===== config.mk =====
export PLATFORM = sky130hd
export DESIGN_NAME = mac_sequencer_flat
export DESIGN_NICKNAME = d
export VERILOG_FILES = /design/src/rtl/mac_pkg.sv /design/src/rtl/mac_sequencer_if.sv /design/src/rtl/mac_seq_counter.sv /design/src/rtl/mac_sequencer.sv /design/src/flat_wrapper.sv
export SDC_FILE = /design/constraint.sdc
export NUM_CORES = 1
export LEC_CHECK = 0
export ABC_AREA = 1
export BUFFER_PORTS_ARGS = -buffer_cell sky130_fd_sc_hd__buf_4
export CAP_MARGIN = 20
export CORE_MARGIN = 2
export CORE_UTILIZATION = 30
export CTS_BUF_LIST = sky130_fd_sc_hd__clkbuf_8 sky130_fd_sc_hd__clkbuf_16
export DETAILED_ROUTE_END_ITERATION = 12
export SYNTH_ARGS = -nofsm -noshare
export SYNTH_HDL_FRONTEND = slang
export SYNTH_SLANG_ARGS = --single-unit

===== constraint.sdc =====
create_clock -name clk -period 1.7 [get_ports clk]
set_input_delay 0.34 -clock clk [delete_from_list [all_inputs] [get_ports clk]]
set_output_delay 0.34 -clock clk [all_outputs]
set_load 0.03 [all_outputs]

===== src/rtl/mac_pkg.sv =====
// Shared types and defaults for the MAC sequencer slice.
package mac_pkg;

  localparam int DATA_W_DEF       = 8;
  localparam int LEN_W_DEF        = 8;
  // Matches the depth of the MAC pipeline behind the sequencer.
  localparam int DRAIN_CYCLES_DEF = 3;

  typedef enum logic [1:0] {
    ST_IDLE  = 2'd0,
    ST_RUN   = 2'd1,
    ST_DRAIN = 2'd2,
    ST_DONE  = 2'd3
  } seq_state_t;

endpackage


===== src/rtl/mac_sequencer_if.sv =====
// Operand stream in and pipeline issue out, bundled for the sequencer.
// slave: the sequencer side. master: the upstream source / pipeline side.
interface mac_sequencer_if #(
  parameter int DATA_W = mac_pkg::DATA_W_DEF
);
  logic              in_valid;
  logic              in_ready;
  logic [DATA_W-1:0] in_a;
  logic [DATA_W-1:0] in_b;
  logic [DATA_W-1:0] pipe_a;
  logic [DATA_W-1:0] pipe_b;
  logic              pipe_valid;
  logic              pipe_clear;
  logic              pipe_signed;

  modport slave (
    input  in_valid, in_a, in_b,
    output in_ready, pipe_a, pipe_b, pipe_valid, pipe_clear, pipe_signed
  );

  modport master (
    output in_valid, in_a, in_b,
    input  in_ready, pipe_a, pipe_b, pipe_valid, pipe_clear, pipe_signed
  );
endinterface


===== src/rtl/mac_seq_counter.sv =====
// Loadable down-counter with zero flag; stops at zero instead of wrapping.
// Priority: clr > load > dec.
module mac_seq_counter #(
  parameter int W = 8
) (
  input  logic         clk,
  input  logic         rst_n,
  input  logic         clr,
  input  logic         load,
  input  logic         dec,
  input  logic [W-1:0] load_val,
  output logic [W-1:0] count,
  output logic         zero
);

  // count register
  always_ff @(posedge clk) begin
    if (!rst_n)                   count <= '0;
    else if (clr)                 count <= '0;
    else if (load)                count <= load_val;
    else if (dec && count != '0)  count <= count - W'(1);
  end

  assign zero = (count == '0);

endmodule


===== src/rtl/mac_sequencer.sv =====
// Job sequencer in front of the MAC pipeline-register stage.
// Optional abort support is enabled with the MAC_SEQUENCER_ABORT_EN macro.
//
// state    | meaning
// ---------+-------------------------------------------------------------
// ST_IDLE  | waiting for start; in_ready low
// ST_RUN   | accepting operand pairs, one issue per handshake
// ST_DRAIN | last pair issued, waiting for it to reach the accumulator
// ST_DONE  | one-cycle done pulse, then back to idle
module mac_sequencer
  import mac_pkg::*;
#(
  parameter int LEN_W        = LEN_W_DEF,
  parameter int DATA_W       = DATA_W_DEF,
  parameter int DRAIN_CYCLES = DRAIN_CYCLES_DEF
) (
  input  logic             clk,
  input  logic             rst_n,
  input  logic             start,
  input  logic [LEN_W-1:0] cfg_len,
  input  logic             cfg_signed,
  input  logic             cfg_clear,
`ifdef MAC_SEQUENCER_ABORT_EN
  input  logic             abort,
  output logic             aborted,
`endif
  output logic             busy,
  output logic             done,
  output logic [LEN_W-1:0] remaining,
  mac_sequencer_if.slave   bus
);

  localparam int DRAIN_W = (DRAIN_CYCLES < 2) ? 1 : $clog2(DRAIN_CYCLES);

  seq_state_t state, state_nxt;

  logic               ready;
  logic               job_load;
  logic               issue;
  logic               rem_dec;
  logic               drain_load;
  logic               drain_dec;
  logic               cnt_clr;
  logic               abort_req;
  logic               rem_zero;
  logic               rem_last;
  logic [DRAIN_W-1:0] drain_cnt;
  logic               drain_zero;

  logic [DATA_W-1:0]  pipe_a;
  logic [DATA_W-1:0]  pipe_b;
  logic               pipe_valid;
  logic               pipe_clear;
  logic               pipe_signed;
  logic               first_pending;
  logic               clear_lat;

`ifdef MAC_SEQUENCER_ABORT_EN
  assign abort_req = abort && (state == ST_RUN || state == ST_DRAIN);
`else
  assign abort_req = 1'b0;
`endif

  assign rem_last = (remaining == LEN_W'(1));

  mac_seq_counter #(.W(LEN_W)) u_rem_cnt (
    .clk      (clk),
    .rst_n    (rst_n),
    .clr      (cnt_clr),
    .load     (job_load),
    .dec      (rem_dec),
    .load_val (cfg_len),
    .count    (remaining),
    .zero     (rem_zero)
  );

  mac_seq_counter #(.W(DRAIN_W)) u_drain_cnt (
    .clk      (clk),
    .rst_n    (rst_n),
    .clr      (cnt_clr),
    .load     (drain_load),
    .dec      (drain_dec),
    .load_val (DRAIN_W'(DRAIN_CYCLES - 1)),
    .count    (drain_cnt),
    .zero     (drain_zero)
  );

  // state register
  always_ff @(posedge clk) begin
    if (!rst_n) state <= ST_IDLE;
    else        state <= state_nxt;
  end

  // next-state decode and per-cycle control strobes
  always_comb begin
    state_nxt  = state;
    ready      = 1'b0;
    busy       = (state != ST_IDLE);
    done       = 1'b0;
    job_load   = 1'b0;
    issue      = 1'b0;
    rem_dec    = 1'b0;
    drain_load = 1'b0;
    drain_dec  = 1'b0;
    cnt_clr    = 1'b0;

    case (state)
      ST_IDLE: begin
        if (start) begin
          if (cfg_len != '0) begin
            job_load  = 1'b1;
            state_nxt = ST_RUN;
          end else begin
            state_nxt = ST_DONE;
          end
        end
      end
      ST_RUN: begin
        ready = 1'b1;
        // rem_zero cannot be set in RUN; the guard keeps remaining from underflowing
        if (bus.in_valid && !rem_zero) begin
          issue   = 1'b1;
          rem_dec = 1'b1;
          if (rem_last) begin
            drain_load = 1'b1;
            state_nxt  = ST_DRAIN;
          end
        end
      end
      ST_DRAIN: begin
        if (drain_zero) state_nxt = ST_DONE;
        else            drain_dec = 1'b1;
      end
      ST_DONE: begin
        done      = 1'b1;
        state_nxt = ST_IDLE;
      end
      default: state_nxt = ST_IDLE;
    endcase

    // abort wins over a same-cycle handshake, which is simply dropped
    if (abort_req) begin
      state_nxt  = ST_IDLE;
      cnt_clr    = 1'b1;
      issue      = 1'b0;
      rem_dec    = 1'b0;
      drain_load = 1'b0;
      drain_dec  = 1'b0;
    end
  end

  // pipeline issue registers and per-job latched config
  always_ff @(posedge clk) begin
    if (!rst_n) begin
      pipe_a        <= '0;
      pipe_b        <= '0;
      pipe_valid    <= 1'b0;
      pipe_clear    <= 1'b0;
      pipe_signed   <= 1'b0;
      first_pending <= 1'b0;
      clear_lat     <= 1'b0;
    end else begin
      pipe_valid <= issue;
      pipe_clear <= issue && first_pending && clear_lat;
      if (issue) begin
        pipe_a        <= bus.in_a;
        pipe_b        <= bus.in_b;
        first_pending <= 1'b0;
      end
      if (job_load) begin
        pipe_signed   <= cfg_signed;
        clear_lat     <= cfg_clear;
        first_pending <= 1'b1;
      end
    end
  end

`ifdef MAC_SEQUENCER_ABORT_EN
  // one-cycle aborted pulse following an accepted abort
  always_ff @(posedge clk) begin
    if (!rst_n) aborted <= 1'b0;
    else        aborted <= abort_req;
  end
`endif

  assign bus.in_ready    = ready;
  assign bus.pipe_a      = pipe_a;
  assign bus.pipe_b      = pipe_b;
  assign bus.pipe_valid  = pipe_valid;
  assign bus.pipe_clear  = pipe_clear;
  assign bus.pipe_signed = pipe_signed;

endmodule

===== src/flat_wrapper.sv =====
// flat-port wrapper written by rule: the top's interface ports become plain ports
module mac_sequencer_flat import mac_pkg::*;
#(
  parameter int LEN_W        = LEN_W_DEF,
  parameter int DATA_W       = DATA_W_DEF,
  parameter int DRAIN_CYCLES = DRAIN_CYCLES_DEF
)
  (clk, rst_n, start, cfg_len, cfg_signed, cfg_clear, busy, done, remaining, bus_in_valid, bus_in_a, bus_in_b, bus_in_ready, bus_pipe_a, bus_pipe_b, bus_pipe_valid, bus_pipe_clear, bus_pipe_signed);
  mac_sequencer_if #(.DATA_W(DATA_W)) bus_i ();
  input  logic clk;
  input  logic rst_n;
  input  logic start;
  input  logic [LEN_W-1:0] cfg_len;
  input  logic cfg_signed;
  input  logic cfg_clear;
  output logic busy;
  output logic done;
  output logic [LEN_W-1:0] remaining;
  input wire logic [$bits(bus_i.in_valid)-1:0] bus_in_valid;
  input wire logic [$bits(bus_i.in_a)-1:0] bus_in_a;
  input wire logic [$bits(bus_i.in_b)-1:0] bus_in_b;
  output wire logic [$bits(bus_i.in_ready)-1:0] bus_in_ready;
  output wire logic [$bits(bus_i.pipe_a)-1:0] bus_pipe_a;
  output wire logic [$bits(bus_i.pipe_b)-1:0] bus_pipe_b;
  output wire logic [$bits(bus_i.pipe_valid)-1:0] bus_pipe_valid;
  output wire logic [$bits(bus_i.pipe_clear)-1:0] bus_pipe_clear;
  output wire logic [$bits(bus_i.pipe_signed)-1:0] bus_pipe_signed;
  assign bus_i.in_valid = bus_in_valid;
  assign bus_i.in_a = bus_in_a;
  assign bus_i.in_b = bus_in_b;
  assign bus_in_ready = bus_i.in_ready;
  assign bus_pipe_a = bus_i.pipe_a;
  assign bus_pipe_b = bus_i.pipe_b;
  assign bus_pipe_valid = bus_i.pipe_valid;
  assign bus_pipe_clear = bus_i.pipe_clear;
  assign bus_pipe_signed = bus_i.pipe_signed;
  mac_sequencer #(.LEN_W(LEN_W), .DATA_W(DATA_W), .DRAIN_CYCLES(DRAIN_CYCLES)) u_core (.clk(clk), .rst_n(rst_n), .start(start), .cfg_len(cfg_len), .cfg_signed(cfg_signed), .cfg_clear(cfg_clear), .busy(busy), .done(done), .remaining(remaining), .bus(bus_i));
endmodule

==> results of run 1 <==
==> kinds of logic after synthesis <==
family	Yosys count	synth area share (%)
and+or+nand+nor	130	32.5
AOI/OAI and AO/OA	35	11.3
DFF	33	39.4
buffers and inverters	29	7.91
adders and majority gates	9	6.72
xor gates and xnor gates	3	1.57
muxes	1	0.597
==> state kept, by name, indices dropped and copies added, names as in the netlist <==
register	count
u_core.bus.pipe_a	8
u_core.bus.pipe_b	8
u_core.bus.pipe_clear	1
u_core.bus.pipe_signed	1
u_core.bus.pipe_valid	1
u_core.clear_lat	1
u_core.first_pending	1
u_core.state	2
u_core.u_drain_cnt.count	2
u_core.u_rem_cnt.count	8
==> final cells by class <==
cell class	count	area, sq um	area share (%)
clock buffer	5	68.8	2.90
clock inverter	3	13.8	0.580
inverter	22	85.1	3.58
multi-input combinational	178	903	38.0
sequential	33	662	27.9
tap	72	90.1	3.79
timing repair buffer	73	552	23.2
==> power by group through the flow <==
stage	combinational [mW]	sequential [mW]	clock, mW
floorplan	1.31	1.38	0
global placement	2.28	1.09	0
detailed placement	2.28	1.09	0
CTS	2.30	1.08	0.581
global route	2.60	1.11	0.624
finish	2.35	1.07	0.559
==> final timing paths <==
kind,from,endpoint,slack (ps),depth (start not counted)
worst min register to register,u_core.first_pending,u_core.first_pending,460,2
worst min-delay path,cfg_clear,u_core.clear_lat,310,3
worst max register to register,u_core.u_rem_cnt.count[1],u_core.bus.pipe_a[1],160,9
worst max-delay path,u_core.u_rem_cnt.count[1],u_core.bus.pipe_a[1],160,9
==> critical path, cell delays in order (launching register included) <==
cell and delay [ps]:
dfxtp_1 310, inv_1 110, ha_2 210, inv_1 40, nor2_1 90, nand2_1 130
nand3_4 170, buf_4 200, nand2_1 60, a21oi_1 140
==> Yosys cell counts, drive strengths merged <==
cell type / n / area share [%]
mux2i: 1 / 0.60
o21bai: 1 / 0.67
nand2: 85 / 20
o21ai: 6 / 1.8
o211a: 1 / 0.60
clkbuf: 1 / 0.22
ha: 9 / 6.7
clkinv: 1 / 0.22
a21oi: 27 / 8.3
xor2: 3 / 1.6
dfxtp: 33 / 39
nor2: 29 / 6.8
nand3: 7 / 2.4
and3: 1 / 0.37
buf: 6 / 2.8
nand4: 3 / 1.1
nor3: 5 / 2.2
inv: 21 / 4.7
==> per-layer routing <==
layer | track usage [%] | vias up | share of wire, %
li1 | - | 902 | -
met1 | 16.9 | 771 | 45
met2 | 25.5 | 28 | 50
met3 | 3.07 | 5 | 3.8
met4 | 5.26 | 0 | 1.1
met5 | 0 | - | 0
==> repair_timing <==
| item | 4_1_cts | 5_1_grt |
|---|---|---|
| endpoints found under the setup margin | 3 | 10 |
| cloned | 0 | 0 |
| setup buffers | 0 | 2 |
| gates resized for setup | 1 | 7 |
| pin swaps | 0 | 1 |
==> through the flow <==
step,instances,power (mW),setup TNS [ps],utilization (%)
after floorplan,240,2.70,0,-
after global placement,376,3.37,-33.0,41.4
after detailed placement,376,3.38,-77.5,41.4
after CTS,384,3.95,0,42.9
after global routing,386,4.33,0,43.7
final,386,3.98,0,43.7
==> metrics.yaml, run 1 <==
syn-num-nets: 279
hold_ws_ps: 313
avgViaCountPerCell: 4.42
ys_warn_count: 0
num_vias: 1706
final_cell_mix: "83 x nand2_1, 72 x buf_4, 32 x dfxtp_1"
diodes: 0
fillers: 575
layout_commonest_cell: "nand2_1"
ctsHtreeMaxLevel: 2
dp.final_hpwl_mm: 3.28
tightest_slew_ps: 319
synthDistinctLibCells: 27
wl_per_cell_um: 10.9
start_util_pct: 30.8
slew_headroom_pct: 78.6
drc_errors: 0
pwr-share-clk_pct: 14.0
p_per_area_nw_per_um2: 1680
drt-initial-drc-count: 81
max_freq_ghz: 0.648
arrival_ps: 1750
p_switching_mw: 1.84
cp-end-kind: "flop"
ir_drop_mv: 0.538
clk_latency_ps: 280
rsz0062_at_grt: "no"
synthCells: 240
cap_violations: 0
critPathKind: "reg2reg"
final_area_sq_um: 2370
cts_root_buffer: "clkbuf_8"
rows: 27
first_pass_iters: 4
gp_congestion: 0.785
num-nets-final: 352
cts.sinks: 33
power_leakage_nw: 1.14
cts_made_buffers: 5
ant_nets: 0
drv_slew: 0
dieArea_sq_um: 6200
placed_area_sq_um: 2250
setup_viol: 0
period_minus_slack_ps: 1540
cts_tree: "done"
p_comb_share_pct: 59.0
cts_hold_buf: 0
io_pins: 60
area_growth_syn_to_layout_pct: 41.6
status: "complete, no violations"
hp-class: "in2reg"
antenna_found_initial: 0
drive_above_1_share_pct: 29.6
worst-endpoint-required_ps: 1910
fp.dieH_um: 78.8
wl_mm: 4.20
core_area_sq_um: 5440
clockBufferDepth: 2
track_usage_pct: 14.3
fin_skew_ps: 6.75
seq_power_share_pct: 27.0
internal_power_mw: 2.14
grt_max_degree: 17
swShare_pct: 46.2
grt_pass1_vias: 1652
syn-cell-area_sq_um: 1680
dp_slack_ps: -47.8
fin_crit_sh_pct: 90.7
path_max_fanout: 11
grt-ovfl-total: 0
layout_setup_ws_ps: 158
portBuffers: 59
finalHoldViolations: 0
fp.dieW_um: 78.8
grt_pass1_wl_mm: 7.17
ys_seq_area_share_pct: 39.4
syn-mean-instance-area_sq_um: 6.99
cp-start-kind: "flop"
cts.clk_slew.worst_paths_ps: 70
ys_ff_latch: 33
(Power assumes the default switching activity.)
==> run 2, diff against run 1 <==
Settings changed: CORE_ASPECT_RATIO set to 2.
==> run 2 against run 1 <==
  * Cell count is 3.1% lower
  * Core utilization increased by 0.54 points
  * Sequential power is essentially flat
  * Via count rose by 1.5%
  * Hold slack worse by 5.0 ps
  * Largest power group unchanged
==> metrics.yaml, run 2 (synthesis gave the netlist of run 1 again) <==
met3_length_um: 169
gp_congestion: 0.817
dieArea_sq_um: 6240
fin_crit_sh_pct: 90.4
arrival_ps: 1700
track_usage_pct: 15.1
clk_latency_ps: 280
worst-path-buf-inv: 3
r2r_start: "u_core.u_rem_cnt.count[1]"
cp-end-kind: "flop"
first_pass_iters: 4
ctsHtreeMaxLevel: 2
worst-endpoint-required_ps: 1870
max_stage_delay_ps: 330
postLayoutCoreUtil_pct: 44.2
num-nets-final: 352
avgViaCountPerCell: 4.63
cts.clk_slew.worst_paths_ps: 70
dpl.cell_count: 366
slowest_stage: "dfxtp_1"
hp-class: "in2reg"
final_cell_mix: "83 x nand2_1, 72 x buf_4, 32 x dfxtp_1"
path_max_fanout: 5
cts_root_buffer: "clkbuf_8"
critPathKind: "reg2reg"
clockBufferDepth: 2
r2r_cells: 10
io_pins: 60
layout_commonest_cell: "nand2_1"
drc_errors: 0
slew_headroom_pct: 70.3
antenna_found_initial: 0
status: "complete, no violations"
layout_setup_ws_ps: 163
p_per_area_nw_per_um2: 1770
drive_above_1_share_pct: 29.3
tightest_slew_ps: 446
hold_end: "u_core.bus.pipe_signed"
cp_cell_sequence: "inv_1 -> ha_1 -> inv_1 -> nor2_1 -> nand2_1 -> nand3_4 -> nand2_4 -> clkinvlp_4 -> nand2_1 -> a21oi_1"
cts_tree: "done"
grt-ovfl-total: 0
ir_drop_mv: 1.10
wl_mm: 4.55
hp-start: "cfg_signed"
core_area_sq_um: 5420
cap_violations: 0
met1_length_mm: 1.69
fp.dieW_um: 56.9
setup_viol: 0
diodes: 0
drv_slew: 0
grt_pass1_wl_mm: 7.29
min_delay_path_depth: 3
rows: 38
r2r_end: "u_core.u_rem_cnt.count[5]"
grt_max_degree: 19
cts_made_buffers: 5
fin_skew_ps: 8.31
ant_nets: 0
dp.final_hpwl_mm: 3.58
max_freq_ghz: 0.651
cts.sinks: 33
period_minus_slack_ps: 1540
top_layer: "met4"
finalHoldViolations: 0
num_vias: 1732
power_leakage_nw: 1.16
area_growth_syn_to_layout_pct: 42.9
dp_slack_ps: 11.6
postCtsSetupRepairBufs: 0
cp_top_family: "simple AND/OR/NAND/NOR gates"
reg_top3: "u_core.bus.pipe_a (8), u_core.bus.pipe_b (8), u_core.u_rem_cnt.count (8)"
met2_length_mm: 2.57
fp.dieH_um: 110
portBuffers: 59
drt-initial-drc-count: 32
start_util_pct: 30.9
grt_pass1_vias: 1686
wl_per_cell_um: 12.2
reg2reg_setup_slack_ps: 160
stdcell_count: 374
fillers: 615
cp-start-kind: "flop"
## run 2: cell types whose count changed in the layout (fill, tap and decap cells not counted)
| cell | before | now |
|---|---|---|
| inv_4 | 1 | 0 |
| nor2_2 | 2 | 3 |
| ha_1 | 7 | 8 |
| buf_12 | 0 | 1 |
| clkinvlp_4 | 0 | 1 |
| nor2_4 | 1 | 0 |
| ha_2 | 2 | 1 |
| clkbuf_8 | 5 | 6 |
| buf_6 | 1 | 0 |
| bufinv_16 | 0 | 1 |
| clkinv_2 | 2 | 0 |
## run 2: through the flow
step                      setup TNS [ps]  power [mW]  cell area (sq um)  hold slack (ps)
after floorplan                        0        2.70               1680              435
after global placement                 0        3.45               2260              451
after detailed placement               0        3.47               2260              454
after CTS                              0        4.24               2380              303
after global routing               -3.89        4.58               2400              307
final                                  0        4.24               2400              308
## run 2: per-layer routing
metal	track usage [%]	up-vias
met3	2.71	9
met2	29.4	43
met5	0	-
li1	-	897
met1	14.7	783
met4	7.64	0
## run 2: final cells by class
class / count / area, sq um / share of cell area [%]
multi-input cells: 178 / 896 / 37.4
clock buffers: 6 / 82.6 / 3.45
well taps: 60 / 75.1 / 3.13
clock inverters: 2 / 33.8 / 1.41
flip-flops and latches: 33 / 662 / 27.6
repair buffers: 73 / 561 / 23.4
inverters: 22 / 86.3 / 3.60
## run 2: worst max path at each step
stage                                    from                   endpoint  slack, ps  cells past startpoint
floorplan           u_core.u_rem_cnt.count[1]  u_core.u_rem_cnt.count[7]         20                     11
global placement                   cfg_len[5]  u_core.u_rem_cnt.count[6]          6                      9
global route        u_core.u_rem_cnt.count[1]  u_core.u_rem_cnt.count[3]         -2                     10
CTS                           u_core.state[1]  u_core.u_rem_cnt.count[3]        0.1                      8
detailed placement            u_core.state[1]  u_core.u_rem_cnt.count[3]         10                      8
finish              u_core.u_rem_cnt.count[1]  u_core.u_rem_cnt.count[5]        160                     10
## run 2: what timing repair did
item                                   in CTS  in global routing
setup endpoints to repair                   0                  9
endpoints found under the hold margin       0                  0
gates resized for setup                     0                  4
hold buffers                                0                  0
## run 2: worst reg2reg max path, cell delays in order, from the launching register on
cell        delay, ps
dfxtp_1           330
inv_1              80
ha_1              210
inv_1              60
nor2_1             40
nand2_1           140
nand3_4           150
nand2_4           140
clkinvlp_4        140
nand2_1            80
a21oi_1            60
## run 2: report_power, final
group          switching (mW)  internal [mW]
registers               0.108          0.956
clock network           0.292          0.472
logic                    1.48          0.932
